**config.mk**
```make
export PLATFORM = sky130hd
export DESIGN_NAME = log_adder_pipe
export DESIGN_NICKNAME = d
export VERILOG_FILES = /design/src/rtl/log_adder_pipe.sv
export SDC_FILE = /design/constraint.sdc
export NUM_CORES = 1
export LEC_CHECK = 0
export CORE_ASPECT_RATIO = 0.5
export CORE_MARGIN = 10
export CORE_UTILIZATION = 47
export CTS_CLUSTER_DIAMETER = 40
export DETAILED_ROUTE_END_ITERATION = 16
export PLACE_DENSITY_LB_ADDON = 0.05
export SKIP_CTS_REPAIR_TIMING = 1
export SLEW_MARGIN = 20
export SYNTH_ARGS = -nofsm -noshare
export SYNTH_HDL_FRONTEND = slang
export SYNTH_SLANG_ARGS = --single-unit
```
**constraint.sdc**
```tcl
create_clock -name clk -period 8.43 [get_ports clk]
set_input_delay 1.686 -clock clk [delete_from_list [all_inputs] [get_ports clk]]
set_output_delay 1.686 -clock clk [all_outputs]
set_load 0.03 [all_outputs]
```
**src/rtl/log_adder_pipe.sv**
```systemverilog
// rtl/log_adder_pipe.sv - multi-lane two-stage log-domain adder with valid/ready flow control
// Each lane adds {log, fraction} pairs; a fraction carry increments the log sum.
module log_adder_pipe #(
    parameter int LOG2_WIDTH = 4,
    parameter int WIDTH      = 2**LOG2_WIDTH,
    parameter int LANES      = 4
) (
    input  logic                            clk,
    input  logic                            rst,
    input  logic                            in_valid,
    output logic                            in_ready,
    input  logic [LANES*(WIDTH-1)-1:0]      A,
    input  logic [LANES*(WIDTH-1)-1:0]      B,
    input  logic [LANES*LOG2_WIDTH-1:0]     log_a,
    input  logic [LANES*LOG2_WIDTH-1:0]     log_b,
    input  logic [LANES-1:0]                zero_a,
    input  logic [LANES-1:0]                zero_b,
    output logic                            out_valid,
    input  logic                            out_ready,
    output logic [LANES*(WIDTH-1)-1:0]      ops_sum,
    output logic [LANES*(LOG2_WIDTH+1)-1:0] log_sum,
    output logic [LANES-1:0]                out_zero
);

    localparam int FW = WIDTH - 1;
    localparam int LW = LOG2_WIDTH;
    localparam int SW = LOG2_WIDTH + 1;

    logic                  s1_valid;
    logic [LANES*FW-1:0]   s1_a;
    logic [LANES*FW-1:0]   s1_b;
    logic [LANES*LW-1:0]   s1_log_a;
    logic [LANES*LW-1:0]   s1_log_b;
    logic [LANES-1:0]      s1_zero_a;
    logic [LANES-1:0]      s1_zero_b;

    logic                  s1_load;
    logic                  s2_load;

    logic [LANES*FW-1:0]   res_ops;
    logic [LANES*SW-1:0]   res_log;
    logic [LANES-1:0]      res_zero;

    // out_valid is the S2 valid flop itself.
    assign s2_load  = s1_valid & (~out_valid | out_ready);
    assign in_ready = ~rst & (~s1_valid | s2_load);
    assign s1_load  = in_valid & in_ready;

    always_ff @(posedge clk or posedge rst) begin
        if (rst) begin
            s1_valid  <= 1'b0;
            s1_a      <= '0;
            s1_b      <= '0;
            s1_log_a  <= '0;
            s1_log_b  <= '0;
            s1_zero_a <= '0;
            s1_zero_b <= '0;
        end else begin
            s1_valid <= s1_load | (s1_valid & ~s2_load);
            if (s1_load) begin
                s1_a      <= A;
                s1_b      <= B;
                s1_log_a  <= log_a;
                s1_log_b  <= log_b;
                s1_zero_a <= zero_a;
                s1_zero_b <= zero_b;
            end
        end
    end

    for (genvar i = 0; i < LANES; i++) begin : g_lane
        logic [LW+FW:0] sum;
        logic           zero;

        assign zero = s1_zero_a[i] | s1_zero_b[i];
        // Extra top bit keeps the log carry; the fraction carry lands in bit FW.
        assign sum  = {1'b0, s1_log_a[i*LW +: LW], s1_a[i*FW +: FW]}
                    + {1'b0, s1_log_b[i*LW +: LW], s1_b[i*FW +: FW]};

        assign res_ops[i*FW +: FW] = zero ? '0 : sum[FW-1:0];
        assign res_log[i*SW +: SW] = zero ? '0 : sum[LW+FW:FW];
        assign res_zero[i]         = zero;
    end

    always_ff @(posedge clk or posedge rst) begin
        if (rst) begin
            out_valid <= 1'b0;
            ops_sum   <= '0;
            log_sum   <= '0;
            out_zero  <= '0;
        end else begin
            out_valid <= s2_load | (out_valid & ~out_ready);
            if (s2_load) begin
                ops_sum  <= res_ops;
                log_sum  <= res_log;
                out_zero <= res_zero;
            end
        end
    end

endmodule

```
# Word level (Yosys, flattened, before mapping)
# Cells that the tools add are included.
dict set report op_classes {
  n_addsub 4
  n_mux 8
  bitwise 18
}
# operator count
set op_table {}
lappend op_table {{19-bit by 19-bit adder with 20-bit output} 4}
lappend op_table {{15-bit 2-to-1 mux} 4}
lappend op_table {{5-bit 2-to-1 mux} 4}
lappend op_table {{1-bit OR} 8}
lappend op_table {{1-bit AND} 5}
lappend op_table {{1-bit NOT} 5}
dict set report word_totals {
  register_bits 246
  inputBits 164
  word_cells 41
}

# Longest topological paths before layout
# Gate-level depths: netlist (run 1).
dict set report depth {
  depth_word 7
  mapped_depth 9
  mapped_depth_nobuf 9
}

# Worst setup path after synthesis (run 1)
# OpenSTA, ideal clock, no wires.
dict set report synth_timing {
  path_type {input to output}
  start {in out_ready}
  end {out in_ready}
  t_arrival_ps 2266
  t_required_ps 6744
  setup_slack_ps 4478
  stages 2
  path_cell_list {nor2b_1 a21oi_1}
}
dict set report synth_via {
  elab_chain_cells 4
}
# element line_no
set synth_rtl {}
lappend synth_rtl {{start: declaration} 19} ;# input logic out_ready,
lappend synth_rtl {{1-bit OR} 45} ;# assign s2_load = s1_valid & (~out_valid | out_ready);
lappend synth_rtl {{1-bit AND} 45}
lappend synth_rtl {{1-bit OR} 46} ;# assign in_ready = ~rst & (~s1_valid | s2_load);
lappend synth_rtl {{1-bit AND} 46}
lappend synth_rtl {{end: declaration} 11} ;# output logic in_ready,
# Every way passes these cells.

# Worst setup path in the final report (run 1)
# Ends and elaborated chain as after synthesis.

==> results of run 1 <==
-- worst max-delay path: stages --
cell	delay, ns
clkdlybuf4s50_1	0.47
nor2b_1	0.06
a21oi_1	0.27
clkdlybuf4s50_1	0.73
-- sequential cells by signal, indices dropped and copies added, names as in the netlist, 4 cells and up --
name / cells
s1_zero_a: 4
s1_b: 60
out_zero: 4
s1_zero_b: 4
ops_sum: 60
s1_a: 60
s1_log_b: 16
log_sum: 20
s1_log_a: 16
-- kinds of logic after synthesis --
kind of cell,count (synthesis),share of synthesized area [%]
xor+xnor,57,3.99
simple gates,178,6.91
buf+inv,60,1.97
fa+ha+maj,80,8.24
compound gates,266,15.3
mux,161,14.5
flops,246,49.2
-- power breakdown --
group	total, mW	leakage (nW)	switching, mW	internal, mW
Sequential	1.60	3.02	0.168	1.43
Combinational	1.84	3.65	0.984	0.853
Clock	1.38	0.519	0.535	0.843
-- cell type report --
class | instances | area (um2)
clock buffer | 37 | 848
clock inverter | 18 | 233
fill | 2090 | 9860
inverter | 13 | 52.6
multi-input combinational | 742 | 6150
sequential | 246 | 6160
tap | 352 | 440
timing repair buffer | 258 | 2590
-- synth_stat cells (8+ instances only) --
cell      instances  area share, %
mux2_2          160             14
nand2_1          63            1.9
xor2_1           23            1.6
nor2b_1          12           0.60
a22o_1           42            2.9
inv_1            13           0.39
ha_1             76            7.6
o21ai_1           8           0.32
buf_1             8           0.24
o21ai_0          46            1.8
nand4_1          11           0.55
a21o_1           31            1.9
buf_2            13           0.52
a21oi_1          59            2.4
clkbuf_1         24           0.72
nand3_1          19           0.76
dfrtp_1         246             49
xnor2_1          34            2.4
nor2_1           33           0.99
-- stage by stage --
stage	hold slack [ns]	util [%]	cell area, um2	cells	setup WS (ns)
after floorplan	0.481	-	12500	1048	3.51
after global placement	0.464	58.3	15400	1610	3.51
after detailed placement	0.471	58.3	15400	1610	3.51
after CTS	0.483	62.4	16400	1665	3.51
after global routing	0.504	62.5	16500	1666	3.47
final	0.480	62.5	16500	1666	3.52
-- routing by layer --
metal  up-vias  share of wire, %  GRT usage [%]
li1       4334                 -              -
met2       190                52           33.4
met5         -                 0              0
met3        46               4.6           3.76
met4         0               1.9           4.06
met1      4505                42           22.3
-- worst paths after layout --
path	start	to	depth (start not counted)
setup / recovery	out_ready	in_ready	4
hold / removal	ops_sum[2]	ops_sum[2]	2
hold reg to reg	ops_sum[2]	ops_sum[2]	2
max in group asynchronous	rst	s1_a[3]	4
setup reg to reg	s1_b[30]	ops_sum[44]	9
min in group asynchronous	rst	out_zero[0]	2
==> qor.yml, run 1 <==
placed_design:
  gp_congestion: 0.864
  io_buffer_count: 249
  dp_hpwl_mm: 23.7
global_route:
  grt_usage_pct: 18.4
  grt_max_degree: 118
  grt_pass1_wl_mm: 51.3
  antenna_found_initial: 0
  grt_overflow_total: 0
  grt_pass1_vias: 9535
cts:
  clock_latency_ns: 0.55
  cts_tree: "built"
  cts_sinks: 246
  clk_pin_slew_ns: 0.05
  clock_path_buffers: 3
  htree_levels: 1
  cts_buffers: 30
  root_buffer: "clkbuf_16"
timing:
  max_slew_margin_pct: 34.5
  hold_viol: 0
  setup_viol: 0
  clock_skew_ns: 0.0103
  rsz0062_at_grt: "false"
  post-route-period-util_pct: 58.2
  report.final.slew_viol_count: 0
  max_freq_ghz: 0.204
  final.setup.tns_ns: 0
  period_needed_ns: 4.91
  worst_pin_slew_ns: 0.977
run_status:
  outcome: "finished, final reports clean"
logic_synthesis:
  synth_cells: 1048
  syn_avg_cell_area_um2: 11.9
  ys_seq_area_share_pct: 49.2
  synthesis.nets: 1292
  synth_warnings: 0
  synth-async-reset-ratio_pct: 100
  synth-seq-cells: 246
  syn_area_um2: 12500
  synthFlopType: "dfrtp_1"
  synth_cell_types: 70
  synth-edff-count: 0
layout:
  layout-drive-gt1-share_pct: 19.2
  layout_commonest_cell: "clkdlybuf4s50_1"
  layout_common_cells: "249 x clkdlybuf4s50_1, 246 x dfrtp_1, 160 x mux2_2"
  final_nets: 1535
  area_growth_pct: 31.5
  diodes: 0
floorplan:
  core_um2: 26300
  fp.dieH_um: 135
  ioPinCount: 250
  die_w_um: 251
  die-area_um2: 34000
  rows: 42
  initial_utilization_pct: 47.5
drt:
  remaining_drc_errors: 0
  firstDrtPassIters: 5
  ant_nets: 0
  num_vias: 9075
  drt_iter0_markers: 457
  drt-vias-per-instance: 5.45
  post_drt_wl_per_cell_um: 19.3
  drt-total-wl_mm: 32.1
worst_setup_path:
  rrSetupSlack_ns: 5.67
  required_ns: 6.74
  crit_type: "in2out"
  crit_fanout: 2
  start_kind: "primary input"
  worstPathArrival_ns: 3.22
  setup.worst_path.end_class: "output pin"
power:
  ir_drop_uv: 177
  p_per_area_nw_per_um2: 293
  p_leak_nw: 7.19
  power_mw: 4.82
flow_run:
  max_cap_viol_count: 0
worst_hold_path:
  hold_path.class: "reg2reg"
No activity file was read; power rests on OpenSTA's default activity.
==> run 2, diff against run 1 <==
- clock period: 8.43 -> 4.1 ns (I/O delays scaled with it)
==> run 2 against run 1 <==
  * First-iteration DRC count is 13% lower
  * Sequential power is 110% higher
  * Clock-buffer cell count is 3 lower
  * Hold slack better by 0.0055 ns
  * Utilization is 0.22 points higher
  * Largest cell class unchanged
==> qor.yml, run 2 (synthesis results as in run 1) <==
run_status:
  outcome: "finished, final reports clean"
layout:
  n_fill_cell: 2077
  final_util_pct: 62.8
  layout_common_cells: "249 x clkdlybuf4s50_1, 246 x dfrtp_1, 160 x mux2_2"
  biggestRegsByFlops: "ops_sum (60), s1_a (60), s1_b (60)"
  final_nets: 1540
  layout_commonest_cell: "clkdlybuf4s50_1"
  layout-drive-gt1-share_pct: 19.3
  area_growth_pct: 32.0
timing:
  setup_viol: 0
  max_slew_margin_pct: 45.7
  rsz0062_at_grt: "false"
  post-route-period-util_pct: 78.4
  worst_slack_ns: 0.885
  final.setup.tns_ns: 0
  worst_pin_slew_ns: 0.815
  clock_skew_ns: 0.0229
  period_needed_ns: 3.22
  max_freq_ghz: 0.311
  report.final.slew_viol_count: 0
  hold_viol: 0
  hold_slack_ns: 0.486
cts:
  cts_tree: "built"
  clock_path_buffers: 3
  cts_buffers: 28
  cts_sinks: 246
  clock_latency_ns: 0.55
  htree_levels: 1
  root_buffer: "clkbuf_16"
  clk_pin_slew_ns: 0.06
worst_setup_path:
  start_kind: "primary input"
  rrSetupSlack_ns: 1.34
  crit_type: "in2out"
  reg2reg_from: "s1_a[30]"
  worstPathArrival_ns: 2.40
  required_ns: 3.28
  r2r_end: "ops_sum[44]"
  crit_fanout: 2
  setup.worst_path.end_class: "output pin"
  reg2reg_depth: 9
global_route:
  grt_pass1_wl_mm: 51.9
  antenna_found_initial: 3
  grt_use_met2_pct: 33.5
  grt_usage_pct: 18.6
  grt_pass1_vias: 9644
  grt_overflow_total: 0
  top_usage_layer: "met2"
  use_met3_pct: 3.69
  grt_max_degree: 59
  grtUsageMet1_pct: 22.6
drt:
  drt_iter0_markers: 399
  firstDrtPassIters: 4
  drt-vias-per-instance: 5.42
  ant_nets: 0
  drt-total-wl_mm: 32.0
  num_vias: 9064
  remaining_drc_errors: 0
  post_drt_wl_per_cell_um: 19.1
power:
  power_mw: 9.84
  p_per_area_nw_per_um2: 596
  ir_drop_uv: 290
  p_leak_nw: 7.22
floorplan:
  initial_utilization_pct: 47.5
  fp.dieH_um: 135
  die-area_um2: 34000
  core_um2: 26300
  ioPinCount: 250
  rows: 42
  die_w_um: 251
flow_run:
  max_cap_viol_count: 0
placed_design:
  io_buffer_count: 249
  place_ws_ns: 0.904
  gp_congestion: 0.867
  dp_hpwl_mm: 24.3
worst_hold_path:
  whs_path_depth: 2
  worstHoldEndpoint: "log_sum[3]"
  hold_path.class: "reg2reg"
  min_from: "log_sum[3]"
-- run 2: changes by cell type in the layout (fill, tap and decap cells not counted), sizes merged --
cell / before / now
buf: 9 / 16
clkinv: 8 / 4
clkbuf: 37 / 34
diode: 0 / 3
inv: 14 / 16
bufinv: 4 / 5
clkinvlp: 5 / 6
-- run 2: how the worst max path moves through the flow --
stage | cells past startpoint | slack [ns] | start | end
2_1_floorplan | 1 | 0.05 | rst | log_sum[0]
3_3_place_gp | 4 | 0.93 | out_ready | in_ready
3_5_place_dp | 4 | 0.90 | out_ready | in_ready
4_1_cts | 4 | 0.89 | out_ready | in_ready
5_1_grt | 4 | 0.86 | out_ready | in_ready
6_report | 4 | 0.88 | out_ready | in_ready
-- run 2: final cells by class --
class / instances / area (um2) / area share [%]
Sequential cell: 246 / 6160 / 37.3
Multi-Input combinational cell: 742 / 6140 / 37.2
Timing Repair Buffer: 265 / 2690 / 16.3
Clock buffer: 34 / 785 / 4.75
Tap cell: 352 / 440 / 2.67
Clock inverter: 18 / 254 / 1.54
Inverter: 13 / 52.6 / 0.318
Antenna cell: 3 / 7.51 / 0.0454
-- run 2: worst max-delay path, stage by stage --
cell             delay, ns
clkdlybuf4s50_1       0.49
nor2b_1               0.07
a21oi_1               0.27
clkdlybuf4s50_1       0.74
-- run 2: stage by stage --
step | std cells | cell area [um2]
2_1_floorplan | 1048 | 12500
3_3_place_gp | 1618 | 15500
3_5_place_dp | 1618 | 15500
4_1_cts | 1670 | 16500
5_1_grt | 1673 | 16500
6_report | 1673 | 16500
-- run 2: report_power, final --
| group | internal, mW | switching (mW) |
|---|---|---|
| clock network | 1.69 | 1.07 |
| registers | 2.95 | 0.342 |
| logic | 1.76 | 2.02 |
-- run 2: layer usage --
metal	vias up	share of wire (%)
met5	-	0
met4	0	1.9
met3	44	3.7
met2	158	52
met1	4514	43
li1	4348	-
